==> src/rtl/element_serializer.sv <==
// Serializes one {row, col, value} element per handshake into an MSB-first dibit burst on axiov/axiod.
// Optional macro ELEMENT_SERIALIZER_PREAMBLE_EN prefixes every burst with dibits 01,01,01,11.
module element_serializer #(
  parameter int MAX_ELEMENT_SIZE = 8,
  parameter int MAX_ROW_SIZE_A   = 32,
  parameter int MAX_COL_SIZE_A   = 32,
  parameter int WORD_WIDTH       = 32,
  parameter int GAP_CYCLES       = 2,
  localparam int ROW_W     = $clog2(MAX_ROW_SIZE_A),
  localparam int COL_W     = $clog2(MAX_COL_SIZE_A),
  localparam int PAYLOAD_W = MAX_ELEMENT_SIZE + ROW_W + COL_W
) (
  input  logic                 clk,
  input  logic                 rst_n,
  input  logic                 axiiv,
  input  logic [PAYLOAD_W-1:0] axiid,
  output logic                 axiir,
  output logic                 axiov,
  output logic [1:0]           axiod,
  output logic                 busy
);

`ifdef ELEMENT_SERIALIZER_PREAMBLE_EN
  localparam int PRE_W = 8;
`else
  localparam int PRE_W = 0;
`endif
  localparam int SHIFT_W = WORD_WIDTH + PRE_W;
  localparam int NDIB    = SHIFT_W / 2;
  localparam int CNT_W   = $clog2(NDIB);
  localparam int GAP_W   = (GAP_CYCLES > 1) ? $clog2(GAP_CYCLES) : 1;
  localparam logic [CNT_W-1:0] LAST_DIB = CNT_W'(NDIB - 1);
  localparam logic [GAP_W-1:0] GAP_LAST = GAP_W'(GAP_CYCLES - 1);

  typedef enum logic [1:0] {IDLE, SEND, GAP} state_t;

  state_t                 state_q, state_d;
  logic [PAYLOAD_W-1:0]   hold_q, hold_d;
  logic                   hold_valid_q, hold_valid_d;
  logic [SHIFT_W-1:0]     shift_q, shift_d;
  logic [CNT_W-1:0]       dcnt_q, dcnt_d;
  logic [GAP_W-1:0]       gcnt_q, gcnt_d;
  logic                   axiov_q, axiov_d;
  logic [1:0]             axiod_q, axiod_d;

  logic [WORD_WIDTH-1:0]  word;
  logic [SHIFT_W-1:0]     load_word;

  assign word = WORD_WIDTH'(hold_q);
`ifdef ELEMENT_SERIALIZER_PREAMBLE_EN
  assign load_word = {8'b01_01_01_11, word};
`else
  assign load_word = word;
`endif

  always_comb begin
    state_d      = state_q;
    hold_d       = hold_q;
    hold_valid_d = hold_valid_q;
    shift_d      = shift_q;
    dcnt_d       = dcnt_q;
    gcnt_d       = gcnt_q;
    axiov_d      = axiov_q;
    axiod_d      = axiod_q;

    // Accept and drain never coincide: accept needs the hold empty, drain needs it full.
    if (axiiv && !hold_valid_q) begin
      hold_d       = axiid;
      hold_valid_d = 1'b1;
    end

    case (state_q)
      IDLE: begin
        if (hold_valid_q) begin
          hold_valid_d = 1'b0;
          state_d      = SEND;
          axiov_d      = 1'b1;
          axiod_d      = load_word[SHIFT_W-1 -: 2];
          shift_d      = load_word << 2;
          dcnt_d       = '0;
        end
      end
      SEND: begin
        if (dcnt_q == LAST_DIB) begin
          state_d = GAP;
          axiov_d = 1'b0;
          axiod_d = 2'b00;
          gcnt_d  = GAP_LAST;
        end else begin
          dcnt_d  = dcnt_q + 1'b1;
          axiod_d = shift_q[SHIFT_W-1 -: 2];
          shift_d = shift_q << 2;
        end
      end
      GAP: begin
        if (gcnt_q == '0) state_d = IDLE;
        else              gcnt_d  = gcnt_q - 1'b1;
      end
      default: state_d = IDLE;
    endcase
  end

  always_ff @(posedge clk or negedge rst_n) begin
    if (!rst_n) begin
      state_q      <= IDLE;
      hold_q       <= '0;
      hold_valid_q <= 1'b0;
      shift_q      <= '0;
      dcnt_q       <= '0;
      gcnt_q       <= '0;
      axiov_q      <= 1'b0;
      axiod_q      <= 2'b00;
    end else begin
      state_q      <= state_d;
      hold_q       <= hold_d;
      hold_valid_q <= hold_valid_d;
      shift_q      <= shift_d;
      dcnt_q       <= dcnt_d;
      gcnt_q       <= gcnt_d;
      axiov_q      <= axiov_d;
      axiod_q      <= axiod_d;
    end
  end

  assign axiov = axiov_q;
  assign axiod = axiod_q;
  assign busy  = (state_q != IDLE) | hold_valid_q;
  assign axiir = rst_n & ~hold_valid_q;

endmodule

==> config.mk <==
export PLATFORM = sky130hd
export DESIGN_NAME = element_serializer
export DESIGN_NICKNAME = d
export VERILOG_FILES = /design/src/rtl/element_serializer.sv
export SDC_FILE = /design/constraint.sdc
export NUM_CORES = 1
export LEC_CHECK = 0
export ABC_AREA = 1
export ABC_CLOCK_PERIOD_IN_PS = 1250
export BUFFER_PORTS_ARGS = -buffer_cell sky130_fd_sc_hd__buf_4
export CAP_MARGIN = 20
export CORE_MARGIN = 5
export CORE_UTILIZATION = 25
export CTS_BUF_LIST = sky130_fd_sc_hd__clkbuf_8
export DETAILED_ROUTE_END_ITERATION = 16
export GPL_ROUTABILITY_DRIVEN = 0
export SLEW_MARGIN = 0
export SYNTH_ARGS = -nofsm -noshare
export SYNTH_HDL_FRONTEND = slang
export SYNTH_SLANG_ARGS = --single-unit
export TNS_END_PERCENT = 10
==> constraint.sdc <==
create_clock -name clk -period 1.25 [get_ports clk]
set_input_delay 0.25 -clock clk [delete_from_list [all_inputs] [get_ports clk]]
set_output_delay 0.25 -clock clk [all_outputs]
set_load 0.1 [all_outputs]
==> flow_metrics.env, run 1 <==
export IMPL_place_hpwl_um=3908
export IMPL_fmax_ghz=0.6697
export IMPL_max_cap_violations=0
export IMPL_crit_arrival_ns=1.24
export IMPL_wl_per_cell_um=11.77
export IMPL_die_w_um=113.6
export IMPL_hold_violations=0
export IMPL_antenna_found_initial=0
export IMPL_root_buffer="clkbuf_8"
export IMPL_start_util_pct=25.78
export IMPL_clk_latency_ns=0.33
export IMPL_worst_ep_required_time_ns=1.00
export IMPL_htreeDepth=3
export IMPL_synthCells=325
export IMPL_drive_gt1_share_pct=23.67
export IMPL_row_count=37
export IMPL_overflow=0
export IMPL_drc=0
export IMPL_fin_util_pct=33.91
export IMPL_total_power_uw=8828
export IMPL_die_h_um=113.6
export IMPL_whs_ns=0.07566
export IMPL_postRouteWirelength_um=6024
export IMPL_coreArea_um2=10420
export IMPL_cts_tree="built"
export IMPL_cts_num_sinks=59
export IMPL_leakagePower_uw=0.001886
export IMPL_grt_setup_unrepaired="true"
export IMPL_setup_viol=11
export IMPL_synth_nets=347
export IMPL_grtUsageTotal_pct=9.880
export IMPL_clockBufferDepth=2
export IMPL_hold_path_class="in -> async"
export IMPL_seq_area_frac_synth_pct=54.99
export IMPL_first_global_vias=2252
export IMPL_final_antenna_net_count=0
export IMPL_ir_drop_mv=1.309
export IMPL_final_max_slew_viol_count=0
export IMPL_grt_first_pass_wirelength_um=10320
export IMPL_ios=26
export IMPL_status="finished with violations"
export IMPL_violations="negative setup slack"
export IMPL_routed_via_density=4.463
export IMPL_grt_max_degree=60
export IMPL_slew_headroom_pct=50.08
export IMPL_cts_buffers=9
export IMPL_syn_area_per_cell_um2=8.262
export IMPL_hold_buffers=0
export IMPL_first_pass_iters=4
export IMPL_netlist_area_um2=2685
export IMPL_fin_nets=394
export IMPL_powerDensity_nw_per_um2=2499
export IMPL_ys_types=18
export IMPL_end_kind="output pin"
export IMPL_crit_type="reg -> out"
export IMPL_timing_final_crit_share_pct=119.5
export IMPL_fin_skew_ns=0.007620
export IMPL_diodes=0
export IMPL_critPathMaxFanout=2
export IMPL_vias=2285
export IMPL_portBuffers=25
export IMPL_clk_pin_slew_ns=0.07
export IMPL_fin_ws_ns=-0.2432
export IMPL_ys_ff_latch=59
export IMPL_dieArea_um2=12910
export IMPL_start_kind="flop"
export IMPL_yosys_warnings=0
export IMPL_fin_crit_ns=1.493
export IMPL_syn2layout_area_growth_pct=31.55
export IMPL_tightest_slew_ns=0.7488
export IMPL_drt_iter0_drc=63
[through the flow]
stage / instance area [um2] / TNS, ns / instances / setup slack [ns]
after floorplan: 2719 / -0.5713 / 325 / -0.3012
after global placement: 3138 / -0.01117 / 489 / -0.01117
after detailed placement: 3138 / -0.3798 / 489 / -0.04304
after CTS: 3425 / -0.3907 / 509 / -0.2635
after global routing: 3532 / -2.894 / 512 / -0.3135
final: 3532 / -0.7045 / 512 / -0.2432
[Yosys cell counts]
cell	n	share of area, %
nand2_1	138	19
nand3_1	83	15
dfrtp_1	59	55
buf_2	9	1.7
inv_1	7	0.98
nor2_1	6	0.84
clkbuf_1	4	0.56
buf_4	3	0.84
buf_6	3	1.3
nand2_4	3	1.3
inv_2	2	0.28
nand3_2	2	0.75
ha_1	1	0.47
inv_4	1	0.23
nand2_2	1	0.23
nand4_1	1	0.23
nor2_4	1	0.42
or2_2	1	0.23
[cell families (layout without fill, tap and decap cells)]
kind of cell,count (synthesis),in the layout,synth area share [%]
flops,59,59,54.99
fa+ha+maj,1,1,0.4659
simple gates,236,236,38.72
buf+inv,29,80,5.825
[report_power, final]
group	internal [uW]	switching, uW	leakage, uW	total (uW)
combinational	1560	2300	0.00103	3870
clock	1000	728	0.000108	1730
sequential	2720	518	0.000751	3230
[state kept, by name, indices dropped and copies added (netlist names)]
| signal | flops |
|---|---|
| axiod | 2 |
| axiov | 1 |
| dcnt_q | 4 |
| gcnt_q | 1 |
| hold_q | 18 |
| hold_valid_q | 1 |
| shift_q | 30 |
| state_q | 2 |
[final cells by class]
cell class | instances | area (um2)
Fill cell | 1071 | 6884
Timing Repair Buffer | 55 | 516.7
Multi-Input combinational cell | 237 | 1130
Inverter | 10 | 43.79
Tap cell | 136 | 170.2
Sequential cell | 59 | 1478
Clock inverter | 4 | 42.54
Clock buffer | 11 | 151.4
[final timing paths]
path | slack (ns) | endpoint | depth (start not counted) | startpoint
max in group asynchronous | 0.64 | hold_valid_q$_DFF_PN0_ | 2 | rst_n
min | 0.08 | hold_q[1]$_DFFE_PN0P_ | 2 | rst_n
max | -0.24 | busy | 5 | state_q[1]$_DFFE_PN0P_
min in group clk | 0.14 | hold_q[12]$_DFFE_PN0P_ | 3 | axiid[12]
min reg2reg | 0.47 | hold_q[0]$_DFFE_PN0P_ | 2 | hold_q[0]$_DFFE_PN0P_
max reg2reg | -0.09 | shift_q[30]$_DFFE_PN0P_ | 8 | state_q[0]$_DFFE_PN0P_
[routing by layer]
metal | share of wire, % | vias up | track usage [%]
li1 | - | 1141 | -
met1 | 48 | 1087 | 12.62
met5 | 0 | - | 0
met2 | 46 | 52 | 15.23
met4 | 1.5 | 0 | 4.327
met3 | 4.6 | 5 | 3.289
[worst max-delay path, cell delays in order, from the launching register on]
cell and delay [ns]:
dfrtp_1 0.40, inv_2 0.08, nand2_4 0.06, nor2_4 0.10, clkinvlp_4 0.10, buf_12 0.17
[cells in the final DEF, fill, tap and decap left out, drive strengths merged]
cell      instances
or2               1
nand3            85
dfrtp            59
bufinv            1
clkbuf           12
nand2           142
nor2              7
inv              11
nand4             1
clkinv            1
clkinvlp          1
ha                1
buf              54
[repair_timing]
| action | CTS | global route |
|---|---|---|
| pin swaps | 2 | 1 |
| buffers inserted | 5 | 3 |
| cloned | 0 | 1 |
| endpoints found under the setup margin | 27 | 43 |
| gates resized for setup | 15 | 15 |
Power figures use the tool's default switching activity.
==> run 2: changes to the inputs <==
--- a/config.mk
+++ b/config.mk
@@ -11,7 +11,6 @@
 export CAP_MARGIN = 20
 export CORE_MARGIN = 5
 export CORE_UTILIZATION = 25
-export CTS_BUF_LIST = sky130_fd_sc_hd__clkbuf_8
 export DETAILED_ROUTE_END_ITERATION = 16
 export GPL_ROUTABILITY_DRIVEN = 0
 export SLEW_MARGIN = 0
==> flow_metrics.env, run 2 (same netlist as run 1, synthesis figures left out) <==
export IMPL_tightest_slew_ns=0.7488
export IMPL_path_cells="inv_2 -> nand2_4 -> nor2_4 -> clkinvlp_4 -> buf_12"
export IMPL_drc=0
export IMPL_die_h_um=113.6
export IMPL_final_common_cell="nand2_1"
export IMPL_final_max_slew_viol_count=0
export IMPL_leakagePower_uw=0.001878
export IMPL_cpMaxStageDelayCell="dfrtp_1"
export IMPL_status="finished with violations"
export IMPL_grt_max_degree=60
export IMPL_fin_nets=394
export IMPL_root_buffer="clkbuf_8"
export IMPL_end_kind="output pin"
export IMPL_setup_viol=14
export IMPL_fin_ws_ns=-0.2454
export IMPL_first_pass_iters=4
export IMPL_drive_gt1_share_pct=23.67
export IMPL_ios=26
export IMPL_htreeDepth=3
export IMPL_antenna_found_initial=0
export IMPL_reg2reg_from="state_q[0]$_DFFE_PN0P_"
export IMPL_clk_pin_slew_ns=0.07
export IMPL_slew_headroom_pct=50.08
export IMPL_path_buf_inv=3
export IMPL_grtUsageTotal_pct=9.869
export IMPL_violations="negative setup slack"
export IMPL_start_util_pct=25.78
export IMPL_coreArea_um2=10420
export IMPL_row_count=37
export IMPL_crit_arrival_ns=1.25
export IMPL_final_cell_mix="nand2_1 (134), nand3_1 (83), dfrtp_1 (58)"
export IMPL_hold_path_class="in -> async"
export IMPL_powerDensity_nw_per_um2=2507
export IMPL_use_met3_pct=3.289
export IMPL_syn2layout_area_growth_pct=31.55
export IMPL_crit_family="flip-flops"
export IMPL_die_w_um=113.6
export IMPL_wl_per_cell_um=11.79
export IMPL_grtUsageMet1_pct=12.55
export IMPL_cts_tree="built"
export IMPL_ir_drop_mv=1.306
export IMPL_cts_buffers=9
export IMPL_placed_cell_area_um2=3138
export IMPL_fin_crit_ns=1.495
export IMPL_postRouteWirelength_um=6035
export IMPL_busiest_layer="met2"
export IMPL_timing_final_crit_share_pct=119.6
export IMPL_cpPeakStageDelay_ns=0.40
export IMPL_routed_via_density=4.494
export IMPL_crit_type="reg -> out"
export IMPL_hold_violations=0
export IMPL_worst_ep_required_time_ns=1.00
export IMPL_grt_setup_unrepaired="true"
export IMPL_place_hpwl_um=3908
export IMPL_final_antenna_net_count=0
export IMPL_drt_iter0_drc=64
export IMPL_design_area_um2=3532
export IMPL_first_global_vias=2255
export IMPL_critPathMaxFanout=2
export IMPL_diodes=0
export IMPL_largest_registers="shift_q (30), hold_q (18), dcnt_q (4)"
export IMPL_clk_latency_ns=0.33
export IMPL_cts_num_sinks=59
export IMPL_timing_rr_end="shift_q[30]$_DFFE_PN0P_"
export IMPL_nFillCells=1071
export IMPL_grt_first_pass_wirelength_um=10310
export IMPL_max_cap_violations=0
export IMPL_grt_use_met2_pct=15.27
export IMPL_start_kind="flop"
export IMPL_rr_worst_depth=8
export IMPL_tns_ns=-0.7372
export IMPL_fmax_ghz=0.6687
export IMPL_clockBufferDepth=2
export IMPL_largest_register="shift_q"
export IMPL_dieArea_um2=12910
export IMPL_vias=2301
export IMPL_overflow=0
export IMPL_fin_skew_ns=0.007117
export IMPL_largest_register_ffs=30
export IMPL_regToRegSetupSlack_ns=-0.10
export IMPL_portBuffers=25
export IMPL_place_ws_ns=-0.04304
## run 2: cell count changes in the layout (fill, tap and decap cells not counted)
cell,change
clkbuf_1,+2
inv_1,-2
## run 2: area by class of cell
class / instances / area [um2] / area share [%]
Clock buffer: 13 / 158.9 / 4.499
Tap cell: 136 / 170.2 / 4.818
Inverter: 10 / 43.79 / 1.240
Timing Repair Buffer: 55 / 516.7 / 14.63
Clock inverter: 2 / 35.03 / 0.9919
Multi-Input combinational cell: 237 / 1130 / 31.99
Sequential cell: 59 / 1478 / 41.83
## run 2: worst max path at each step
stage	from	end	slack [ns]	cells past startpoint
floorplan	state_q[1]$_DFFE_PN0P_	busy	-0.30	6
global placement	state_q[0]$_DFFE_PN0P_	shift_q[7]$_DFFE_PN0P_	-0.01	7
detailed placement	dcnt_q[0]$_DFFE_PN0P_	shift_q[16]$_DFFE_PN0P_	-0.04	6
CTS	state_q[1]$_DFFE_PN0P_	busy	-0.26	5
global route	state_q[1]$_DFFE_PN0P_	busy	-0.31	5
finish	state_q[1]$_DFFE_PN0P_	busy	-0.25	5
## run 2: per-layer routing
layer	vias up	wire length (um)
li1	1140	-
met1	1109	2928
met2	47	2728
met3	5	286
met4	0	91
met5	-	0
## run 2: metrics by stage
stage               hold slack (ns)  util [%]  std cells  power, uW
floorplan                  -0.04559         -        325       5638
global placement             0.4549     30.13        489       6558
detailed placement           0.4616     30.13        489       6664
CTS                          0.1033     32.88        509       8645
global route                 0.1279     33.91        512       9508
finish                      0.07469     33.91        512       8855
## run 2: timing repair
item / CTS / global route
gates cloned: 0 / 1
hold buffers: 0 / 0
pin swaps: 2 / 1
gates resized for setup: 15 / 15
setup buffers: 5 / 3
endpoints found under the setup margin: 27 / 43
## run 2: where the power goes
part / total (uW) / switching (uW) / internal, uW
registers: 3230 / 517 / 2720
logic: 3870 / 2310 / 1560
clock network: 1750 / 729 / 1020
